===== src/rtl/instr_fetch.sv =====
// RV32I fetch stage: owns the PC, reads imem over req/gnt/rvalid,
// hands fetched words to decode over valid/ready.
module instr_fetch #(
  parameter logic [31:0] RESET_PC  = 32'h0000_0000,
  parameter logic [31:0] NOP_INSTR = 32'h0000_0013
) (
  input  logic        clk,
  input  logic        rst,
  output logic        imem_req,
  output logic [31:0] imem_addr,
  input  logic        imem_gnt,
  input  logic        imem_rvalid,
  input  logic [31:0] imem_rdata,
  output logic        instr_valid,
  input  logic        instr_ready,
  output logic [31:0] instr,
  output logic [31:0] instr_pc,
  input  logic        redirect_valid,
  input  logic [31:0] redirect_pc,
  output logic        fetch_misalign
);

  typedef enum logic [2:0] {
    S_IDLE,
    S_REQ,
    S_WAIT,
    S_VALID,
    S_HALT
  } state_t;

  state_t      state, state_n;
  logic [31:0] pc, pc_n;
  logic [31:0] fetch_pc, fetch_pc_n;
  logic [31:0] instr_n, instr_pc_n;
  logic        valid_n, mis_n;
  logic        drop, drop_n;

  logic redir_ok, redir_bad, redir_take, stale;

  always_comb begin
    redir_ok   = redirect_valid && (redirect_pc[1:0] == 2'b00);
    redir_bad  = redirect_valid && (redirect_pc[1:0] != 2'b00);
    redir_take = redir_ok ||
                 (redir_bad && (state inside {S_REQ, S_WAIT, S_VALID}));
    // a granted request whose response is still in flight
    stale      = (state == S_REQ && imem_gnt) ||
                 (state == S_WAIT && !imem_rvalid);
  end

  always_ff @(posedge clk) begin
    if (rst) begin
      state          <= S_IDLE;
      pc             <= RESET_PC;
      fetch_pc       <= RESET_PC;
      drop           <= 1'b0;
      instr_valid    <= 1'b0;
      instr          <= NOP_INSTR;
      instr_pc       <= 32'h0;
      fetch_misalign <= 1'b0;
    end else begin
      state          <= state_n;
      pc             <= pc_n;
      fetch_pc       <= fetch_pc_n;
      drop           <= drop_n;
      instr_valid    <= valid_n;
      instr          <= instr_n;
      instr_pc       <= instr_pc_n;
      fetch_misalign <= mis_n;
    end
  end

  always_comb begin
    state_n = state;
    unique case (state)
      S_IDLE: state_n = S_REQ;
      S_REQ: begin
        if (redir_bad)     state_n = S_HALT;
        else if (imem_gnt) state_n = S_WAIT;
      end
      S_WAIT: begin
        if (redir_bad)
          state_n = S_HALT;
        else if (imem_rvalid)
          state_n = (drop || redir_ok) ? S_REQ : S_VALID;
      end
      S_VALID: begin
        if (redir_bad)
          state_n = S_HALT;
        else if (redir_ok || instr_ready)
          state_n = S_REQ;
      end
      S_HALT: begin
        if (redir_ok) state_n = S_REQ;
      end
      default: state_n = S_IDLE;
    endcase
  end

  always_comb begin
    pc_n       = pc;
    fetch_pc_n = fetch_pc;
    drop_n     = drop;
    valid_n    = instr_valid;
    instr_n    = instr;
    instr_pc_n = instr_pc;
    mis_n      = fetch_misalign;

    if (state == S_REQ && imem_gnt)
      fetch_pc_n = pc;
    if (imem_rvalid && state != S_IDLE)
      drop_n = 1'b0;

    if (redir_take) begin
      valid_n = 1'b0;
      if (stale) drop_n = 1'b1;
      if (redir_bad) begin
        mis_n = 1'b1;
      end else begin
        mis_n = 1'b0;
        pc_n  = redirect_pc;
      end
    end else if (state == S_WAIT && imem_rvalid && !drop) begin
      instr_n    = imem_rdata;
      instr_pc_n = fetch_pc;
      valid_n    = 1'b1;
      pc_n       = fetch_pc + 32'd4;
    end else if (state == S_VALID && instr_ready) begin
      valid_n = 1'b0;
    end
  end

  always_comb begin
    imem_req  = (state == S_REQ);
    imem_addr = {pc[31:2], 2'b00};
  end

endmodule


===== config.mk =====
export PLATFORM = sky130hd
export DESIGN_NAME = instr_fetch
export DESIGN_NICKNAME = d
export VERILOG_FILES = /design/src/rtl/instr_fetch.sv
export SDC_FILE = /design/constraint.sdc
export NUM_CORES = 1
export LEC_CHECK = 0
export ABC_AREA = 1
export CORE_ASPECT_RATIO = 0.9
export CORE_MARGIN = 2
export CORE_UTILIZATION = 25
export DETAILED_ROUTE_END_ITERATION = 10
export GPL_TIMING_DRIVEN = 0
export SYNTH_ARGS = -nofsm -noshare
export SYNTH_HDL_FRONTEND = slang
export SYNTH_SLANG_ARGS = --single-unit

===== constraint.sdc =====
create_clock -name clk -period 4 [get_ports clk]
set_clock_uncertainty 0.2 [all_clocks]
set_input_delay 0.6 -clock clk [delete_from_list [all_inputs] [get_ports clk]]
set_output_delay 0.6 -clock clk [all_outputs]
set_load 0.03 [all_outputs]

; ---- Word level (Yosys, flattened, before mapping)
; Cells that the tools add are included.
; W data, S select, Z words.
[op_classes]
bitwise = 1
reduce_logical = 26
addsub = 1
n_eq_ne = 9
n_mux = 18
[op_table]
columns = cell, count
row1 = $mux W32, 3
row2 = $add A32 B3 Y32 const B, 1
row3 = $mux W3, 7
row4 = $pmux W3 S5, 1
row5 = $logic_and A1 B1 Y1, 9
row6 = $eq A3 B2 Y1 const B, 2
row7 = $mux W1, 6
row8 = $ne A3 B3 Y1 const B, 2
row9 = $reduce_bool A2 Y1, 3
row10 = $reduce_bool A3 Y1, 2
row11 = $logic_or A1 B1 Y1, 4
row12 = $ne A2 B2 Y1 const B, 2
row13 = $reduce_and A2 Y1, 2
row14 = $reduce_and A4 Y1, 1
row15 = $eq A3 B1 Y1 const B, 1
row16 = $eq A3 B3 Y1 const B, 1
row17 = $logic_not A3 Y1, 1
row18 = $ne A3 B1 Y1 const B, 1
row19 = $logic_not A1 Y1, 2
row20 = $logic_not A2 Y1, 1
row21 = $mux W2, 1
row22 = $reduce_or A2 Y1, 1
row23 = $not A1 Y1, 1
[totals]
output_inout_bits = 99
wordCells = 63
register_bits = 134

; ---- Depth between registers and ports, before layout
; Gate-level depths: netlist (run 1).
[logic_depth]
depth_word = 7
ltp_mapped = 11

; ---- Worst setup path after synthesis (run 1)
; OpenSTA, ideal clock, no wires.
[synth_timing]
path_kind = input port to flip-flop
startpoint = input port redirect_pc[1]
endpoint = register pc[25]
cell_stages = 9
n_path_buf = 2
required_time_ns = 3.657
path_slack_ns = 2.116
arrival_time_ns = 1.541
path_cell_list = inv_1 -> a21oi_4 -> nand2_4 -> a21boi_4 -> buf_6 -> buf_6 -> nor2_1 -> nand2_1 -> a21oi_2
[synth_via]
elab_chain_len = 6
[synth_lines]
columns = element, line
row1 = start: declaration, 19  ; input logic [31:0] redirect_pc,
row2 = $reduce_bool A2 Y1, 42  ; redir_bad = redirect_valid && (redirect_pc[1:0] != 2'b00);
row3 = $logic_and A1 B1 Y1, 42
row4 = $logic_and A1 B1 Y1, 44  ; (redir_bad && (state inside {S_REQ, S_WAIT, S_VALID}));
row5 = $logic_or A1 B1 Y1, 43  ; redir_take = redir_ok ||
row6 = $ne A2 B2 Y1 (no line) / $reduce_bool A2 Y1 (equally long branches), --
row7 = $reduce_and A2 Y1 (no line), --
row8 = end signal: assignment, 62  ; pc <= pc_n;
row9 = end: declaration, 32  ; logic [31:0] pc, pc_n;
; Parallel ways exist; a longest one is shown, timed or not.
; A chain may end at the register's enable or synchronous reset.

; ---- Worst setup path in the final report (run 1)
[layout_timing]
startpoint = register state[0]
endpoint = output port imem_req
[layout_via]
elab_chain_len = 1
[layout_lines]
columns = element, line
row1 = start: declaration, 31  ; state_t state, state_n;
row2 = start signal: assignment, 61  ; state <= state_n;
row3 = $eq A3 B1 Y1, 133  ; imem_req = (state == S_REQ);
row4 = end: declaration, 9  ; output logic imem_req,
; Every way passes these cells.

==> impl_metrics.env, run 1 <==
export IMPL_cts_hold_fix_buffers=0
export IMPL_post_dp_hpwl_mm=16.16
export IMPL_async_flop_share=0
export IMPL_power_density_mw_per_mm2=578.0
export IMPL_die_area_mm2=0.02629
export IMPL_placed_area_mm2=0.008328
export IMPL_hold_violations=0
export IMPL_drt_initial_drc_count=330
export IMPL_viasPerCell=4.353
export IMPL_grt_pass1_wl_mm=32.61
export IMPL_syn_area_mm2=0.006252
export IMPL_cts_resized=0
export IMPL_wl_mm=21.16
export IMPL_port_buffer_count=165
export IMPL_path_max_fanout=4
export IMPL_nets=1133
export IMPL_clock_path_buffers=2
export IMPL_grt_pass1_vias=6009
export IMPL_peakVddDrop_v=0.0002207
export IMPL_synth_top_area_cell="dfxtp_1"
export IMPL_antenna_found_initial=1
export IMPL_ys_flop_type="dfxtp_1"
export IMPL_rsz0062_at_grt="no"
export IMPL_fin_crit_ns=2.599
export IMPL_syn2layout_area_growth_pct=42.87
export IMPL_cts_tree="built"
export IMPL_rows=54
export IMPL_num_antenna_cells=0
export IMPL_grt_usage=0.1630
export IMPL_final_cells=1411
export IMPL_start_util=0.2563
export IMPL_synth_most_common_cell="nor2_1"
export IMPL_layout_drive_gt1_share=0.1312
export IMPL_dp_cells=1379
export IMPL_cts_sink_count=134
export IMPL_synth_edf_count=0
export IMPL_cp_start_kind="flip-flop"
export IMPL_tns_ns=0
export IMPL_max_cap_violations=0
export IMPL_fp_dieH_um=154.0
export IMPL_ys_warn_count=0
export IMPL_cts_reportedPaths_clkPinSlew_ns=0.07
export IMPL_slew_limit_headroom=0.4309
export IMPL_setup_viol=0
export IMPL_synth_area_top_cells="dfxtp_1 (43%), nor2_1 (13%), nand2_1 (9.5%)"
export IMPL_synth_common_cells="nor2_1 (222), nand2_1 (159), dfxtp_1 (134), o21ai_0 (105), a21oi_1 (41)"
export IMPL_io_pins=169
export IMPL_drv_slew=0
export IMPL_cts_setup_buffers=0
export IMPL_clock_root_buffer="clkbuf_16"
export IMPL_crit_arrival_ns=1.80
export IMPL_hold_class="flip-flop to flip-flop"
export IMPL_clockPowerShare=0.314
export IMPL_worstPathRequired_ns=3.20
export IMPL_syn_area_per_cell_um2=7.129
export IMPL_overflow=0
export IMPL_ys_types=32
export IMPL_ys_seq_area_frac=0.4291
export IMPL_stdcell_area_mm2=0.008932
export IMPL_cts_buffers=17
export IMPL_cp_end_kind="output pin"
export IMPL_htreeDepth=4
export IMPL_crit_type="flip-flop to output pin"
export IMPL_finalCritPeriodShare=0.6498
export IMPL_tightest_slew_ns=0.8537
export IMPL_vias=6142
export IMPL_core_area_mm2=0.02439
export IMPL_status="finished clean"
export IMPL_ys_ff_latch=134
export IMPL_clk_insertion_delay_late_ns=0.43
export IMPL_grt_start_max_net_pins=17
export IMPL_intPower_mw=3.234
export IMPL_synth_top_area_frac=0.4291
export IMPL_die_width_um=170.7
export IMPL_drc=0
export IMPL_wl_per_cell_um=15.00
export IMPL_ant_nets=0
export IMPL_switching_share=0.3736
export IMPL_drt_pass1_iterations=5
export IMPL_p_comb_frac=0.339
export IMPL_netlist_instances=877
export IMPL_seq_power_share=0.347
export IMPL_place_gp_congestion=0.9262
export IMPL_p_leak_nw=3.580
export IMPL_clock_fmax_mhz=384.7
export IMPL_switchingPower_mw=1.929
## cells in the final DEF (no fill, tap or decap), types with 3 or more instances in the layout
| cell type | instances |
|---|---|
| buf_2 | 21 |
| inv_2 | 7 |
| dfxtp_1 | 134 |
| xor2_1 | 7 |
| o21bai_1 | 3 |
| a21oi_2 | 15 |
| inv_1 | 34 |
| a21oi_1 | 41 |
| clkdlybuf4s50_1 | 165 |
| nor3_1 | 5 |
| buf_6 | 7 |
| o21ai_0 | 105 |
| o21ai_1 | 5 |
| nor2_4 | 3 |
| buf_4 | 33 |
| nor2_2 | 3 |
| nor2_1 | 222 |
| clkbuf_1 | 15 |
| xnor2_1 | 5 |
| nand3_1 | 26 |
| inv_6 | 3 |
| nand3_2 | 15 |
| clkbuf_16 | 17 |
| nand2_1 | 159 |
| inv_8 | 3 |
| clkinv_4 | 4 |
## cell families after synthesis
kind of cell,synth area share
compound gates,0.1521
xor+xnor,0.01681
fa+ha+maj,0.002001
buf+inv,0.1063
flops,0.4291
other cells,0.0005998
simple gates,0.2932
## registers in the layout (all words and copies together), names as in the netlist
name / count
drop: 1
fetch_misalign: 1
fetch_pc: 32
instr: 32
instr_pc: 32
instr_valid: 1
pc: 32
state: 3
## routing by layer
| layer | global-route usage | wire length, µm | vias to the layer above | part of all wire |
|---|---|---|---|---|
| met2 | 0.2499 | 9161 | 204 | 0.43 |
| met1 | 0.2115 | 9701 | 2768 | 0.46 |
| li1 | - | - | 3141 | - |
| met5 | 0 | 7 | - | 0.00033 |
| met3 | 0.06281 | 1957 | 27 | 0.092 |
| met4 | 0.04843 | 335 | 2 | 0.016 |
## power by group through the flow
stage | logic (mW) | clock network [mW] | registers [mW]
after floorplan | 0.944 | 0 | 1.95
after global placement | 1.75 | 0 | 1.81
after detailed placement | 1.76 | 0 | 1.82
after CTS | 1.77 | 1.65 | 1.79
after global routing | 1.91 | 1.71 | 1.83
final | 1.75 | 1.62 | 1.79
## final timing paths
path                                               start               endpoint  slack (ns)  cells after the start
worst max-delay path               state[0]$_SDFFE_PP0P_               imem_req        1.40                      5
worst min-delay path               instr[0]$_SDFFE_PP1P_  instr[0]$_SDFFE_PP1P_        0.26                      2
worst max register to register  fetch_pc[3]$_SDFFE_PP0P_    pc[18]$_SDFFE_PP0P_        1.89                     10
worst min register to register     instr[0]$_SDFFE_PP1P_  instr[0]$_SDFFE_PP1P_        0.26                      2
## worst max-delay path, cell delays in order, from the launching register on
cell,delay (ns)
dfxtp_1,0.33
inv_1,0.09
nor2_1,0.09
nand2_1,0.07
inv_1,0.10
clkdlybuf4s50_1,0.68
## through the flow
stage	worst slack, ns	hold WS [ns]	power, mW	utilization
floorplan	2.116	0.2359	2.898	-
global placement	1.353	0.2439	3.566	0.3414
detailed placement	1.351	0.2469	3.577	0.3414
CTS	1.392	0.2585	5.215	0.3662
global route	1.296	0.2816	5.455	0.3662
finish	1.401	0.2561	5.163	0.3662
## area by class of cell
type / count / area (µm²)
plain buffers: 77 / 503.0
clock buffers: 18 / 439.2
clock inverters: 14 / 165.2
fillers: 2549 / 15460
inverters: 43 / 161.4
multi-input cells: 624 / 2909
flip-flops and latches: 134 / 2683
well taps: 336 / 420.4
repair buffers: 165 / 1652
No activity file was read; power rests on OpenSTA's default activity.
==> inputs of run 2 (changes only) <==
==> constraint.sdc (replaced) <==
create_clock -name clk -period 2.7 [get_ports clk]
set_clock_uncertainty 0.2 [all_clocks]
set_input_delay 0.405 -clock clk [delete_from_list [all_inputs] [get_ports clk]]
set_output_delay 0.405 -clock clk [all_outputs]
set_load 0.03 [all_outputs]
==> results of run 2 <==
Same layout as run 1 (identical final DEF). Status: finished clean.
Among the figures that moved: setup slack after placement 1.351 ns -> 0.2463 ns; clock-pin slew on the worst setup and hold paths 0.07 ns -> 0.06 ns; setup slack after layout 1.401 ns -> 0.2957 ns; hold slack 0.2561 ns -> 0.07808 ns; register-to-register setup slack 1.89 ns -> 0.59 ns; end point of the worst hold path instr[0]$_SDFFE_PP1P_ -> instr_pc[0]$_SDFFE_PP0P_; total power 5.163 mW -> 7.649 mW; worst IR drop on VDD 0.0002207 V -> 0.0003269 V
